## config.mk

```make
export PLATFORM = sky130hd
export DESIGN_NAME = mem_port_arbiter
export DESIGN_NICKNAME = d
export VERILOG_FILES = /design/src/rtl/mem_arb_pkg.sv /design/src/rtl/mem_arb_select.sv /design/src/rtl/mem_port_arbiter.sv
export SDC_FILE = /design/constraint.sdc
export NUM_CORES = 1
export LEC_CHECK = 0
export ABC_AREA = 1
export BUFFER_PORTS_ARGS = -buffer_cell sky130_fd_sc_hd__clkbuf_2
export CAP_MARGIN = 20
export CORE_AREA = 4 4 114 116
export DETAILED_ROUTE_END_ITERATION = 10
export DIE_AREA = 0 0 118 120
export PLACE_DENSITY = 0.83
export SETUP_SLACK_MARGIN = 0.1
export SYNTH_ARGS = -nofsm -noshare
export SYNTH_HDL_FRONTEND = slang
export SYNTH_SLANG_ARGS = --single-unit
export TNS_END_PERCENT = 30
```

## constraint.sdc

```tcl
create_clock -name clk_i -period 2.3 [get_ports clk_i]
set_input_delay 0.345 -clock clk_i [delete_from_list [all_inputs] [get_ports clk_i]]
set_output_delay 0.345 -clock clk_i [all_outputs]
set_load 0.005 [all_outputs]
```

## src/rtl/mem_arb_pkg.sv

```systemverilog
// Shared types for the instruction/data memory port arbiter.
package mem_arb_pkg;

    typedef enum logic [1:0] {
        IDLE  = 2'd0,
        GRANT = 2'd1,
        RESP  = 2'd2
    } arb_state_t;

    typedef enum logic {
        REQ_IF = 1'b0,
        REQ_D  = 1'b1
    } req_id_t;

endpackage

```

## src/rtl/mem_arb_select.sv

```systemverilog
// Combinational winner pick between the fetch and data requesters.
// Build option ARB_ROUND_ROBIN_EN: prio_i is the round-robin pointer;
// otherwise prio_i is the starvation-force flag and data normally wins.
module mem_arb_select
    import mem_arb_pkg::*;
(
    input  logic if_req_i,
    input  logic d_req_i,
    input  logic prio_i,
    output logic grant_valid_o,
    output logic grant_id_o
);

    // Choose the requester to be granted this cycle.
    always_comb begin
        grant_valid_o = if_req_i | d_req_i;
        grant_id_o    = REQ_IF;
`ifdef ARB_ROUND_ROBIN_EN
        if (if_req_i && d_req_i) begin
            grant_id_o = prio_i;
        end else if (d_req_i) begin
            grant_id_o = REQ_D;
        end
`else
        // Fetch only beats data when it has been starved long enough.
        if (d_req_i && !(if_req_i && prio_i)) begin
            grant_id_o = REQ_D;
        end
`endif
    end

endmodule

```

## src/rtl/mem_port_arbiter.sv

```systemverilog
// Shares one single-port memory between the fetch port and the load/store
// port. Transactions are serialised IDLE -> GRANT -> RESP; all outputs are
// registered. Build option ARB_ROUND_ROBIN_EN swaps the data-first policy
// with its fetch starvation guard for a 1-bit round-robin pointer.
module mem_port_arbiter
    import mem_arb_pkg::*;
#(
    parameter int unsigned ADDR_W   = 32,
    parameter int unsigned DATA_W   = 32,
    parameter int unsigned MAX_WAIT = 4
) (
    input  logic              clk_i,
    input  logic              reset_i,
    input  logic              if_req_i,
    input  logic [ADDR_W-1:0] if_addr_i,
    output logic              if_ack_o,
    output logic [DATA_W-1:0] if_rdata_o,
    input  logic              d_req_i,
    input  logic              d_we_i,
    input  logic [ADDR_W-1:0] d_addr_i,
    input  logic [DATA_W-1:0] d_wdata_i,
    output logic              d_ack_o,
    output logic [DATA_W-1:0] d_rdata_o,
    output logic              mem_req_o,
    output logic              mem_we_o,
    output logic [ADDR_W-1:0] mem_addr_o,
    output logic [DATA_W-1:0] mem_wdata_o,
    input  logic [DATA_W-1:0] mem_rdata_i,
    input  logic              mem_ack_i,
    output logic              busy_o
);

    arb_state_t        state_q;
    req_id_t           owner_q;
    logic              if_ack_q;
    logic              d_ack_q;
    logic [DATA_W-1:0] if_rdata_q;
    logic [DATA_W-1:0] d_rdata_q;
    logic              mem_req_q;
    logic              mem_we_q;
    logic [ADDR_W-1:0] mem_addr_q;
    logic [DATA_W-1:0] mem_wdata_q;
    logic              busy_q;

    logic              prio;
    logic              grant_valid;
    logic              grant_id_raw;
    req_id_t           grant_id;

`ifdef ARB_ROUND_ROBIN_EN
    req_id_t rr_ptr_q;

    assign prio = rr_ptr_q;
`else
    localparam int unsigned CntW = (MAX_WAIT > 0) ? $clog2(MAX_WAIT + 1) : 1;

    logic [CntW-1:0] starve_cnt_q;

    // A saturated counter forces the pending fetch through; MAX_WAIT=0 never forces.
    assign prio = (MAX_WAIT != 0) && (starve_cnt_q == CntW'(MAX_WAIT));
`endif

    assign grant_id = req_id_t'(grant_id_raw);

    mem_arb_select u_select (
        .if_req_i      (if_req_i),
        .d_req_i       (d_req_i),
        .prio_i        (prio),
        .grant_valid_o (grant_valid),
        .grant_id_o    (grant_id_raw)
    );

    // Transaction FSM with registered memory-side and requester-side outputs.
    always_ff @(posedge clk_i) begin
        if (reset_i) begin
            state_q     <= IDLE;
            owner_q     <= REQ_IF;
            if_ack_q    <= 1'b0;
            d_ack_q     <= 1'b0;
            if_rdata_q  <= '0;
            d_rdata_q   <= '0;
            mem_req_q   <= 1'b0;
            mem_we_q    <= 1'b0;
            mem_addr_q  <= '0;
            mem_wdata_q <= '0;
            busy_q      <= 1'b0;
`ifdef ARB_ROUND_ROBIN_EN
            rr_ptr_q    <= REQ_IF;
`else
            starve_cnt_q <= '0;
`endif
        end else begin
            if_ack_q <= 1'b0;
            d_ack_q  <= 1'b0;
            unique case (state_q)
                IDLE: begin
                    if (grant_valid) begin
                        state_q   <= GRANT;
                        owner_q   <= grant_id;
                        mem_req_q <= 1'b1;
                        busy_q    <= 1'b1;
                        if (grant_id == REQ_D) begin
                            mem_we_q    <= d_we_i;
                            mem_addr_q  <= d_addr_i;
                            mem_wdata_q <= d_wdata_i;
                        end else begin
                            mem_we_q    <= 1'b0;
                            mem_addr_q  <= if_addr_i;
                            mem_wdata_q <= '0;
                        end
`ifdef ARB_ROUND_ROBIN_EN
                        rr_ptr_q <= (grant_id == REQ_IF) ? REQ_D : REQ_IF;
`else
                        // Count data wins only while a fetch is left waiting.
                        if (grant_id == REQ_D && if_req_i) begin
                            if (starve_cnt_q != CntW'(MAX_WAIT)) begin
                                starve_cnt_q <= starve_cnt_q + 1'b1;
                            end
                        end else begin
                            starve_cnt_q <= '0;
                        end
`endif
                    end
                end
                GRANT: begin
                    if (mem_ack_i) begin
                        state_q   <= RESP;
                        mem_req_q <= 1'b0;
                        mem_we_q  <= 1'b0;
                        if (owner_q == REQ_IF) begin
                            if_ack_q   <= 1'b1;
                            if_rdata_q <= mem_rdata_i;
                        end else begin
                            d_ack_q <= 1'b1;
                            // Stores leave the last load value in place.
                            if (!mem_we_q) begin
                                d_rdata_q <= mem_rdata_i;
                            end
                        end
                    end
                end
                RESP: begin
                    state_q <= IDLE;
                    busy_q  <= 1'b0;
                end
                default: begin
                    state_q   <= IDLE;
                    mem_req_q <= 1'b0;
                    mem_we_q  <= 1'b0;
                    busy_q    <= 1'b0;
                end
            endcase
        end
    end

    assign if_ack_o    = if_ack_q;
    assign if_rdata_o  = if_rdata_q;
    assign d_ack_o     = d_ack_q;
    assign d_rdata_o   = d_rdata_q;
    assign mem_req_o   = mem_req_q;
    assign mem_we_o    = mem_we_q;
    assign mem_addr_o  = mem_addr_q;
    assign mem_wdata_o = mem_wdata_q;
    assign busy_o      = busy_q;

endmodule

```

* Word level (Yosys, flattened, before mapping) *
Cells that the tools add are included.

word-level totals
  flip-flop bits (word level) = 139
  input bits = 134
  output and inout port bits = 133
  word-level logic and storage cells = 56

cells by class
  add/sub/neg operators = 1
  equal/unequal tests = 7
  multiplexer cells = 17
  bitwise logic cells = 6
  reduce and logical (&&, ||, !) cells = 13

operator list
  operator                                                number
  two-way mux 32 bit                                      2
  AND reduction 3 bit                                     3
  two-way mux 1 bit                                       7
  two-way mux 3 bit                                       2
  case mux 1 bit (3 select lines)                         2
  AND reduction 2 bit                                     3
  inverter 1 bit                                          5
  two-way mux 2 bit                                       2
  inequality test 2 bit (second input constant)           2
  case mux 2 bit (2 select lines)                         1
  AND reduction 4 bit                                     1
  adder 3 x 1 -> 3 bit (second input constant)            1
  equality test 3 bit (second input constant)             1
  logical AND 1 bit                                       3
  inequality test 3 bit (second input constant)           1
  OR reduction 3 bit                                      1
  equality test 2 x 1 -> 1 bit (second input constant)    1
  equality test 2 bit (second input constant)             1
  zero test 2 bit                                         1
  inequality test 2 x 1 -> 1 bit (second input constant)  1
  case mux 1 bit (2 select lines)                         1
  zero test 1 bit                                         1
  OR 1 bit                                                1

* Longest topological paths before layout *
Gate-level depths: netlist of run 1.

  depth after elaboration = 8
  mapped depth = 9

* Hierarchy *
A second synthesis of run 1 with hierarchy kept.

second synthesis, totals
  cell total of the unflattened synthesis = 795
  area total of the unflattened synthesis = 5499.0 µm²

by module, submodules not included
  module            times used  cells each  area an instance (µm²)  seq. area each (µm²)
  mem_port_arbiter  1           792         5484.0                  2782.7
  mem_arb_select    1           3           15.0                    0.0

* Worst setup path after synthesis of run 1 *
Ideal clock, no wire load.

  path type = register to register
  start point = register starve_cnt_q[0]
  end point = register mem_addr_q[12] (netlist: mem_addr_o[12])
  arrival time = 1.362 ns
  setup slack = 0.882 ns
  stages on the path, launching flop included = 10
  path buffers = 2
  clock period less this slack = 1.418 ns
  path through = dfxtp_1 inv_1 ha_1 nand3_1 buf_4 clkbuf_1 nand3_1 nand3_1 nand2_1 inv_1

on the way
  word-level cells in the longest chain between the ends = 6

RTL lines
  what                    RTL line                 RTL
  start, declared         mem_port_arbiter.sv:57   logic [CntW-1:0] starve_cnt_q;
  start signal, assigned  mem_port_arbiter.sv:117  starve_cnt_q <= starve_cnt_q + 1'b1;
  equality test 3 bit     mem_port_arbiter.sv:60   assign prio = (MAX_WAIT != 0) && (starve_cnt_q == CntW'(MAX_WAIT));
  logical AND 1 bit       mem_arb_select.sv:26     if (d_req_i && !(if_req_i && prio_i)) begin
  zero test 1 bit         mem_arb_select.sv:26
  logical AND 1 bit       mem_arb_select.sv:26
  two-way mux 1 bit       mem_arb_select.sv:26
  two-way mux 32 bit      mem_port_arbiter.sv:102  if (grant_id == REQ_D) begin
  end signal, assigned    mem_port_arbiter.sv:104  mem_addr_q <= d_addr_i;
  end signal, assigned    mem_port_arbiter.sv:108  mem_addr_q <= if_addr_i;
  end, declared           mem_port_arbiter.sv:41   logic [ADDR_W-1:0] mem_addr_q;

Every way passes these cells.
A chain may end at the register's enable or synchronous reset.

* Worst setup path after layout of run 1 *
  start point = register state_q[0]
  end point = register d_rdata_q[21] (netlist: d_rdata_o[21])

on the way
  word-level cells in the longest chain between the ends = 2

RTL lines
  what                           RTL line                 RTL
  start, declared                mem_port_arbiter.sv:33   arb_state_t state_q;
  start signal, assigned         mem_port_arbiter.sv:76   state_q <= IDLE;
  start signal, assigned         mem_port_arbiter.sv:98   state_q <= GRANT;
  start signal, assigned         mem_port_arbiter.sv:127  state_q <= RESP;
  equality test 2 x 1 -> 1 bit   mem_port_arbiter.sv:95   unique case (state_q)
  AND reduction 4 bit (no line)  -
  end signal, assigned           mem_port_arbiter.sv:137  d_rdata_q <= mem_rdata_i;
  end, declared                  mem_port_arbiter.sv:38   logic [DATA_W-1:0] d_rdata_q;

Every way passes these cells.

==> summary.txt, run 1 <==
Critical path
  • CP max-delay cell: nor2_4
  • Setup crit end kind: flip-flop
  • Crit path buf inv count: 2
  • Most common cell on crit path: nand2_1
  • CP required: 2610 ps
  • Worst path top cell family by delay: simple AND/OR/NAND/NOR gates
  • Startpoint Class: flip-flop
  • Worst path max stage delay: 370 ps
  • Setup CP Type: flip-flop to flip-flop
  • Worst EP arrival: 1920 ps
  • Crit Path Max Fanout: 17
  • Crit-path cells: inv_2 -> nor2_2 -> nand2_1 -> nor2_4 -> buf_4 -> nand2_1 -> nand2_1 -> nor2_1

Synth
  • Xor and xnor area share after synthesis: 0%
  • Yosys warning count: 0
  • Combinational family with the most area after synthesis: simple AND/OR/NAND/NOR gates
  • Synth unique cells: 19
  • Register area share after synthesis: 46.3%
  • Cells after synthesis: between 900 and 1k
  • Synth Area in Simple Gates: 38.9%
  • Synth Area in Compound Gates: 3.08%
  • Syn_nets: 1064
  • FF+latch count, synth: 139
  • Avg Cell Area, Syn: about 6.5 µm²
  • Mux cell area share after synthesis: 0%
  • Post-Syn Area: roughly 6000 µm²
  • Adder-cell area share of the yosys netlist: 0.416%

Floorplan
  • CORE AREA: roughly 12000 µm²
  • Die Footprint: 14200 µm²
  • Initial core utilization: 50.5%
  • Die width: 118 µm
  • Io pins: 267
  • Rows: 40
  • DIE HEIGHT: 120 µm

Routing
  • Routed Antenna Nets: 0
  • Pre-antenna DRT Iters: 5
  • Drt first-iter violations: 475
  • Routed via count: 6299
  • Post-Route WL: roughly 17 mm
  • Vias per cell: 4.74
  • DR WL/cell: 12.5 µm
  • Residual DRC: 0

Clocking
  • Setup repair bufs after CTS: 0
  • Clk slew on worst S/H paths: around 60 ps
  • Skew-Pair Late Insertion Delay: 410 ps
  • Resized cells post-CTS: 0
  • Clock root cell: clkbuf_16
  • Clock buffer count from CTS: 17
  • Max Buffers Root-to-Sink: 2
  • Hold buffers post-CTS: 0
  • CTS tree: built
  • H-tree depth: 4
  • # clock sinks: 139

Place
  • GP Congestion: 0.804
  • # port buffers: 266
  • Hpwl dp: 11.9 mm
  • Post-Place Cells: 1298
  • Pre-CTS setup slack: between 600 and 700 ps

STA
  • Setup violators final: 0
  • Slew Limit Fails: 0
  • Final Hold Viols: 0
  • Worst rel slew slack: 62.8%
  • Hold slack: 183 ps
  • Setup TNS Final: 0 ps
  • Crit share post-route: 70.1%
  • Worst Tran Pin Value: 557 ps
  • Fmax achieved: 620 MHz
  • Final min period: 1610 ps
  • Setup ws final: 688 ps
  • Worst Clk Skew: 6.20 ps
  • Unrepaired setup endpoints after global routing: no

Job
  • Maxcap violations: 0

Power and ir drop
  • Pwr Total: 6.37 mW
  • Pleak: 4.29 nW
  • VDD IR-drop max: around 0.35 mV
  • Pwr dens: 792 nW/µm²

GRT
  • Largest net degree at the start of global routing: 69
  • Vias in the first global route: 5594
  • GRT Util Overall: between 20% and 30%
  • Initial antenna violation count: 0
  • First-pass GRT wire length: 26.7 mm
  • Grt total ovfl: 0

Finish
  • Final net count: approximately 1.3k
  • Synth-to-layout area growth: 33.6%
  • # diodes: 0
  • Layout cells sized above 1: 26.9%
  • Non-filler instance count after layout: 1330

Worst hold path
  • Hold crit path type: input port to flip-flop

Outcome
  • Status: finished, final reports clean
worst register-to-register path: stages, from the launching register on:
cell and delay [ps]:
dfxtp_1 360, inv_2 60, nor2_2 90, nand2_1 120, nor2_4 370, buf_4 300, nand2_1 90, nand2_1 60
nor2_1 50
state kept, by name (all words and copies together), names as in the netlist:
name / count
mem_we_o: 1
d_ack_o: 1
owner_q: 1
d_rdata_o: 32
mem_addr_o: 32
starve_cnt_q: 3
mem_req_o: 1
if_ack_o: 1
state_q: 2
if_rdata_o: 32
busy_o: 1
mem_wdata_o: 32
placed cells by master, fill, tap and decap left out, drive strengths merged:
master	count
nor3	1
nand2	149
ha	2
nand3	101
clkinvlp	5
a21oi	3
bufinv	3
clkinv	4
buf	15
o21ai	34
clkbuf	287
dfxtp	139
nor2	332
inv	107
nand4	1
cell families (layout without fill, tap and decap cells):
family                     after synthesis  count (layout)
AOI/OAI and AO/OA                       37              37
buffers and inverters                  166             421
adders and majority gates                2               2
and+or+nand+nor                        584             584
DFF                                    139             139
cell type report:
class	count	area (µm²)
clock inverters	11	143
inverters	108	405
clock buffers	21	470
repair buffers	281	1490
fillers	1036	3870
well taps	147	184
multi-input cells	623	2560
flip-flops and latches	139	2780
through the flow:
step,util [%],instance area (µm²)
floorplan,-,6010
global placement,62.3,7420
detailed placement,62.3,7420
CTS,67.5,8040
global route,67.5,8040
finish,67.5,8040
cells in the mapped netlist:
cell | n | area [µm²]
a21oi_1 | 3 | 15.0
o21ai_0 | 33 | 165
nor2_2 | 2 | 12.5
nand2_2 | 1 | 6.26
buf_4 | 6 | 45.0
buf_1 | 1 | 3.75
clkbuf_1 | 21 | 78.8
o21ai_1 | 1 | 5.00
nand2_1 | 148 | 556
nor2_4 | 1 | 11.3
ha_1 | 2 | 25.0
inv_2 | 1 | 3.75
buf_2 | 30 | 150
dfxtp_1 | 139 | 2780
nor3_1 | 1 | 5.00
nor2_1 | 329 | 1230
nand4_1 | 1 | 6.26
inv_1 | 107 | 402
nand3_1 | 101 | 505
layer usage:
metal / track usage [%] / routed length (µm) / vias to the layer above / share of wire, %
met5: 0 / 0 / - / 0
met4: 7.91 / 374 / 0 / 2.3
met3: 7.59 / 1320 / 29 / 7.9
met2: 40.1 / 8280 / 241 / 50
met1: 27.1 / 6640 / 2752 / 40
li1: - / - / 3277 / -
worst paths after layout:
check                           from                    endpoint  slack (ps)  cells after the start
max          state_q[0]$_SDFFE_PP0P_  d_rdata_o[21]$_SDFFE_PP0P_         690                      8
max reg2reg  state_q[0]$_SDFFE_PP0P_  d_rdata_o[21]$_SDFFE_PP0P_         690                      8
min                           d_we_i       mem_we_o$_SDFFE_PP0P_         180                      3
min reg2reg      busy_o$_SDFFE_PP0P_         busy_o$_SDFFE_PP0P_         470                      2
where the power goes:
group | internal [mW] | switching [mW] | leakage (nW)
Combinational | 0.397 | 0.527 | 2.86
Sequential | 2.57 | 0.0838 | 1.14
Clock | 1.78 | 1.01 | 0.287
No activity file was read; power rests on OpenSTA's default activity.
==> run 2: changes to the inputs <==
- ABC_AREA: 1 -> 0
- CORE_AREA: 4 4 114 116 -> 4 4 118 120
- DIE_AREA: 0 0 118 120 -> 0 0 122 124
- PLACE_DENSITY: 0.83 -> 0.74
- clock period: 2.3 -> 1.3 ns (I/O delays scaled with it)
==> run 2 against run 1 <==
Compared with the run above:
- the flow now finishes with violations (negative setup slack)
- sequential cell count is the same
- count of clock-buffer cells in the layout grew 1
- sequential share of layout area shrank 1.0 points
- combinational power grew 67%
- critical path type unchanged
- critical endpoint is now d_rdata_o[13]$_SDFFE_PP0P_
- highest routed layer unchanged
==> summary.txt, run 2 <==
GRT
  • Largest net degree at the start of global routing: 61 (was 69)
  • Initial antenna violation count: 0 (unchanged)
  • GRT Util Overall: 22.0% (was 23.2%)
  • Vias in the first global route: 5311 (was 5594)
  • First-pass GRT wire length: 26.1 mm (was 26.7 mm)
  • Grt total ovfl: 0 (unchanged)

Synth
  • Avg Cell Area, Syn: 7.85 µm² (was 6.48 µm²)
  • Post-Syn Area: 5150 µm² (was 6010 µm²)
  • EDFF count, synth: 0 (unchanged)
  • Area contributors post-synth: dfxtp_1 (54%), a21oi_1 (16%), nand2_1 (14%), nand3_1 (3.8%), o21ai_0 (3.3%) (was dfxtp_1 (46%), nor2_1 (21%), nand2_1 (9.2%), nand3_1 (8.4%), inv_1 (6.7%))
  • Async set or reset register ratio after synthesis: 0% (unchanged)
  • Synth Flop Type: dfxtp_1 (unchanged)
  • FF+latch count, synth: 139 (unchanged)
  • Count leader, synth: nand2_1 (was nor2_1)
  • Syn_nets: 792 (was 1064)
  • Yosys top cell by area: dfxtp_1 (unchanged)
  • Post-synth top cells: nand2_1 (198), a21oi_1 (165), dfxtp_1 (139) (was nor2_1 (329), nand2_1 (148), dfxtp_1 (139))
  • Yosys warning count: 0 (unchanged)
  • Register area share after synthesis: 54.0% (was 46.3%)
  • Post-synth top area share: 54.0% (was 46.3%)
  • Synth unique cells: 26 (was 19)
  • Cells after synthesis: 656 (was 928)

Clocking
  • H-tree depth: 4 (unchanged)
  • Clock root cell: clkbuf_16 (unchanged)
  • CTS tree: built (unchanged)
  • Skew-Pair Late Insertion Delay: 410 ps (about the same)
  • Max Buffers Root-to-Sink: 2 (unchanged)
  • Clk slew on worst S/H paths: 60 ps (about the same)
  • # clock sinks: 139 (unchanged)
  • Clock buffer count from CTS: 17 (unchanged)

Place
  • # port buffers: 266 (unchanged)
  • Hpwl dp: 11.4 mm (was 11.9 mm)
  • Post-Place Cells: 1076 (was 1298)
  • GP Congestion: 0.776 (was 0.804)

Routing
  • Residual DRC: 0 (unchanged)
  • DR WL/cell: 15.6 µm (was 12.5 µm)
  • Routed Antenna Nets: 0 (unchanged)
  • Post-Route WL: 17.9 mm (was 16.6 mm)
  • Routed via count: 5767 (was 6299)
  • Vias per cell: 5.02 (was 4.74)
  • Pre-antenna DRT Iters: 5 (unchanged)
  • Drt first-iter violations: 355 (was 475)

STA
  • Worst Tran Pin Value: 304 ps (was 557 ps)
  • Final min period: 1460 ps (was 1610 ps)
  • Slew Limit Fails: 0 (unchanged)
  • Unrepaired setup endpoints after global routing: yes (was no)
  • Final Hold Viols: 0 (unchanged)
  • Worst Clk Skew: 6.55 ps (was 6.20 ps)
  • Crit share post-route: 113% (was 70.1%)
  • Worst rel slew slack: 79.5% (was 62.8%)
  • Fmax achieved: 683 MHz (was 620 MHz)
  • Setup violators final: 117 (was 0)
  • Setup ws final: -165 ps (was 688 ps)

Finish
  • # diodes: 0 (unchanged)
  • Final net count: 1097 (was 1306)
  • Multi-input gate area: 2470 µm² (was 2560 µm²)
  • Layout cells sized above 1: 44.8% (was 26.9%)
  • Commonest non-fill, non-tap cell in the layout: clkbuf_2 (was nor2_1)
  • Synth-to-layout area growth: 61.1% (was 33.6%)
  • Non-filler instance count after layout: 1148 (was 1330)
  • Fill cells: 1117 (was 1036)
  • Reg area: 2790 µm² (was 2780 µm²)
  • Final core utilization: 63.9% (was 67.5%)
  • Commonest cells after routing, fill and taps aside: clkbuf_2 (265), nand2_1 (163), dfxtp_1 (135) (was nor2_1 (329), clkbuf_2 (266), nand2_1 (148))

Floorplan
  • Rows: 42 (was 40)
  • CORE AREA: 13000 µm² (was 11900 µm²)
  • DIE HEIGHT: 124 µm (was 120 µm)
  • Die width: 122 µm (was 118 µm)
  • Die Footprint: 15100 µm² (was 14200 µm²)
  • Io pins: 267 (unchanged)
  • Initial core utilization: 39.7% (was 50.5%)

Power and ir drop
  • Pleak: 3.64 nW (was 4.29 nW)
  • VDD IR-drop max: 0.797 mV (was 0.354 mV)
  • Pwr dens: 1310 nW/µm² (was 792 nW/µm²)

Outcome
  • Status: complete, but fails checks (was finished, final reports clean)
  • Failing checks: negative setup slack

Critical path
  • Crit Path Max Fanout: 8 (was 17)
  • Setup CP Type: flip-flop to flip-flop (unchanged)
  • Worst EP arrival: 1750 ps (was 1920 ps)
  • CP required: 1580 ps (was 2610 ps)
  • Startpoint Class: flip-flop (unchanged)
  • Setup crit end kind: flip-flop (unchanged)

Worst hold path
  • Hold crit path type: input port to flip-flop (unchanged)

Job
  • Maxcap violations: 0 (unchanged)
-- run 2: timing repair --
item / in CTS / in global routing
pin swaps: 11 / 22
setup buffers: 6 / 2
hold buffers: 29 / 1
gates resized for setup: 25 / 70
gates cloned: 3 / 2
hold endpoints to repair: 29 / 1
endpoints found under the setup margin: 136 / 136
-- run 2: report_power, final --
part           leakage (nW)  internal, mW  total (mW)  switching [mW]
combinational          2.22         0.725        1.54           0.817
sequential             1.14          4.50        4.64           0.137
clock                 0.285          2.94        4.69            1.75
-- run 2: worst max-delay path, cell delays in order (launching register included) --
cell and delay, ps:
dfxtp_2 340, nand2_2 60, or4b_4 580, clkbuf_16 220, nand2_1 70, a21oi_1 60
-- run 2: layout make-up --
class,instances,area share [%]
Multi-Input combinational cell,457,29.8
Timing Repair Buffer,343,26.9
Inverter,3,0.136
Sequential cell,139,33.6
Clock inverter,8,1.13
Tap cell,176,2.66
Clock buffer,22,5.72
-- run 2: kinds of logic (layout without fill, tap and decap cells) --
group | Yosys count | after routing | synth area share, %
buffers and inverters | 60 | 376 | 5.30
and+or+nand+nor | 251 | 251 | 20.0
adders and majority gates | 2 | 2 | 0.486
DFF | 139 | 139 | 54.0
AOI/OAI and AO/OA | 204 | 204 | 20.1
-- run 2: path summary, 6_finish.rpt --
kind                                      from                            to  slack [ps]  depth (start not counted)
setup / recovery       state_q[0]$_SDFFE_PP0P_    d_rdata_o[13]$_SDFFE_PP0P_        -160                          5
hold / removal                   d_wdata_i[23]  mem_wdata_o[23]$_SDFFE_PP0P_          20                          3
setup reg to reg       state_q[0]$_SDFFE_PP0P_    d_rdata_o[13]$_SDFFE_PP0P_        -160                          5
hold reg to reg   mem_wdata_o[23]$_SDFFE_PP0P_  mem_wdata_o[23]$_SDFFE_PP0P_         450                          2
-- run 2: metal layers --
metal	track usage, %	vias to the layer above	part of all wire, %
met5	0	-	0
met4	8.54	0	1.8
met3	7.72	31	9.3
met1	25.5	2673	39
met2	37.3	255	50
li1	-	2808	-
-- run 2: per-stage QoR --
stage | worst slack, ps | setup TNS, ps | hold slack (ps) | cell area, µm² | power (mW)
3_3_place_gp | -54.0 | -3820 | 419 | 6910 | 6.07
2_1_floorplan | -135 | -5970 | 329 | 5240 | 5.35
4_1_cts | -89.7 | -5430 | 0.0265 | 8000 | 10.9
5_1_grt | -214 | -15040 | 4.98 | 8290 | 11.3
3_5_place_dp | -101 | -6170 | 419 | 6910 | 6.08
6_report | -165 | -7290 | 20.1 | 8290 | 10.9
==> run 3: changes to the inputs <==
- CORE_AREA: 4 4 118 120 -> 4 4 119 121
- DIE_AREA: 0 0 122 124 -> 0 0 123 125
- PLACE_DENSITY: 0.74 -> 0.73
==> run 3 against run 2 <==
Compared with the run above:
- the run still ends with negative setup slack left
- setup slack improved by 65 ps
- cell count decreased by 1.9%
- sequential power hardly changed
- routed wire length is 6.3% lower
- non-clock buffer count is 21 lower
- clock skew barely moved
==> summary.txt, run 3 (synthesis gave the netlist of run 2 again) <==
Outcome
  • Status: complete, but fails checks (unchanged)
  • Failing checks: negative setup slack (unchanged)

Clocking
  • H-tree depth: 4 (unchanged)
  • Clk slew on worst S/H paths: 60 ps (about the same)
  • Skew-Pair Late Insertion Delay: 400 ps (was 410 ps)
  • Clock buffer count from CTS: 17 (unchanged)
  • Clock root cell: clkbuf_16 (unchanged)
  • CTS tree: built (unchanged)
  • # clock sinks: 139 (unchanged)
  • Max Buffers Root-to-Sink: 2 (unchanged)

Finish
  • Commonest non-fill, non-tap cell in the layout: clkbuf_2 (unchanged)
  • Commonest cells after routing, fill and taps aside: clkbuf_2 (265), nand2_1 (192), a21oi_1 (143) (was clkbuf_2 (265), nand2_1 (163), dfxtp_1 (135))
  • Synth-to-layout area growth: 52.1% (was 61.1%)
  • Layout cells sized above 1: 40.6% (was 44.8%)
  • Final core utilization: 59.9% (was 63.9%)
  • # diodes: 0 (unchanged)
  • Final net count: 1076 (was 1097)
  • Non-filler instance count after layout: 1126 (was 1148)
  • Design Area, Final: 7830 µm² (was 8290 µm²)

Power and ir drop
  • Int Power: 7.78 mW (was 8.17 mW)
  • Sw frac: 25.1% (was 24.9%)
  • Sw Pwr: 2.60 mW (was 2.70 mW)
  • Register share of total power: 44.6% (was 42.7%)
  • VDD IR-drop max: 0.670 mV (was 0.797 mV)
  • Combinational power share: 14.5% (was 14.2%)
  • Pwr dens: 1330 nW/µm² (was 1310 nW/µm²)
  • Clock Power Share: 40.9% (was 43.1%)
  • Pleak: 3.48 nW (was 3.64 nW)

Floorplan
  • CORE AREA: 13100 µm² (was 13000 µm²)
  • DIE HEIGHT: 125 µm (was 124 µm)
  • Io pins: 267 (unchanged)
  • Die width: 123 µm (was 122 µm)
  • Initial core utilization: 39.3% (was 39.7%)
  • Rows: 42 (unchanged)
  • Die Footprint: 15400 µm² (was 15100 µm²)

Critical path
  • Setup crit end kind: flip-flop (unchanged)
  • Startpoint Class: flip-flop (unchanged)
  • Setup CP Type: flip-flop to flip-flop (unchanged)
  • CP required: 1570 ps (was 1580 ps)
  • Worst EP arrival: 1670 ps (was 1750 ps)
  • Crit Path Max Fanout: 16 (was 8)

Routing
  • Vias per cell: 4.92 (was 5.02)
  • Routed Antenna Nets: 0 (unchanged)
  • Routed via count: 5537 (was 5767)
  • DR WL/cell: 14.9 µm (was 15.6 µm)
  • Residual DRC: 0 (unchanged)
  • Drt first-iter violations: 283 (was 355)
  • Post-Route WL: 16.8 mm (was 17.9 mm)
  • Pre-antenna DRT Iters: 4 (was 5)

STA
  • Crit share post-route: 108% (was 113%)
  • Unrepaired setup endpoints after global routing: yes (unchanged)
  • Worst rel slew slack: 70.9% (was 79.5%)
  • Final min period: 1400 ps (was 1460 ps)
  • Fmax achieved: 714 MHz (was 683 MHz)
  • Worst Tran Pin Value: 435 ps (was 304 ps)
  • Final Hold Viols: 0 (unchanged)
  • Setup TNS Final: -5000 ps (was -7290 ps)
  • Worst Clk Skew: 6.73 ps (was 6.55 ps)
  • Setup violators final: 94 (was 117)
  • Setup ws final: -100 ps (was -165 ps)
  • Slew Limit Fails: 0 (unchanged)

GRT
  • GRT Util Overall: 21.0% (was 22.0%)
  • Vias in the first global route: 5307 (was 5311)
  • First-pass GRT wire length: 25.8 mm (was 26.1 mm)
  • Largest net degree at the start of global routing: 79 (was 61)
  • Grt total ovfl: 0 (unchanged)
  • Initial antenna violation count: 1 (was 0)

Place
  • GP Congestion: 0.805 (was 0.776)
  • Placed Area: 6910 µm² (about the same)
  • Hpwl dp: 11.4 mm (about the same)
  • Post-Place Cells: 1075 (was 1076)
  • Pre-CTS setup slack: -105 ps (was -101 ps)
  • # port buffers: 266 (unchanged)

Job
  • Maxcap violations: 0 (unchanged)

Worst hold path
  • Hold crit path type: input port to flip-flop (unchanged)
-- run 3: cell types whose count changed in the layout (fill, tap and decap cells not counted), moves of 3 or more --
cell           before  now
a21oi_1           125  143
a21oi_2            40   21
buf_4              26   22
clkbuf_8            3    0
dlygate4sd3_1      30   17
nand2_1           163  192
nand2_2            22    7
nand2_4            14    0
nand3_1            38   33
nand3_2             1    6
-- run 3: routing by layer --
metal,vias to the layer above,global-route usage [%],wire length [µm]
met2,238,36.4,8290
met3,18,7.23,1630
li1,2757,-,-
met5,-,0,13
met4,2,6.71,232
met1,2522,24.0,6620
-- run 3: cell type report --
type,instances,area (µm²)
Clock inverter,10,80.1
Timing Repair Buffer,322,2000
Inverter,3,11.3
Sequential cell,139,2790
Clock buffer,19,433
Tap cell,176,220
Multi-Input combinational cell,457,2300
Fill cell,1170,5250
-- run 3: worst paths after layout --
kind | startpoint | to | slack [ps] | cells after the start
setup reg to reg | state_q[0]$_SDFFE_PP0P_ | d_rdata_o[15]$_SDFFE_PP0P_ | -100 | 5
setup / recovery | state_q[0]$_SDFFE_PP0P_ | d_rdata_o[15]$_SDFFE_PP0P_ | -100 | 5
hold reg to reg | mem_wdata_o[20]$_SDFFE_PP0P_ | mem_wdata_o[20]$_SDFFE_PP0P_ | 450 | 2
hold / removal | if_addr_i[24] | mem_addr_o[24]$_SDFFE_PP0P_ | 10 | 3
-- run 3: power by group through the flow --
stage,Clock [mW],Combinational (mW),Sequential [mW]
after floorplan,0,0.624,4.72
final,4.25,1.51,4.63
after global routing,4.56,1.66,4.65
after detailed placement,0,1.37,4.71
after CTS,4.34,1.48,4.62
after global placement,0,1.36,4.70
-- run 3: worst max-delay path, stage by stage (launching register included) --
cell	delay [ps]
dfxtp_2	350
nand2_2	60
or4b_4	540
buf_12	180
nand2_1	70
a21oi_1	60
-- run 3: timing repair --
action	in CTS	in global routing
hold buffers	16	1
gates resized for setup	15	23
setup endpoints to repair	136	137
endpoints found under the hold margin	16	1
pin swaps	2	0
setup buffers	0	1
gates cloned	2	2
-- run 3: through the flow --
stage,total power [mW],hold slack [ps]
floorplan,5.35,329
global placement,6.07,416
detailed placement,6.08,421
CTS,10.4,0.0966
global route,10.9,8.46
finish,10.4,11.1
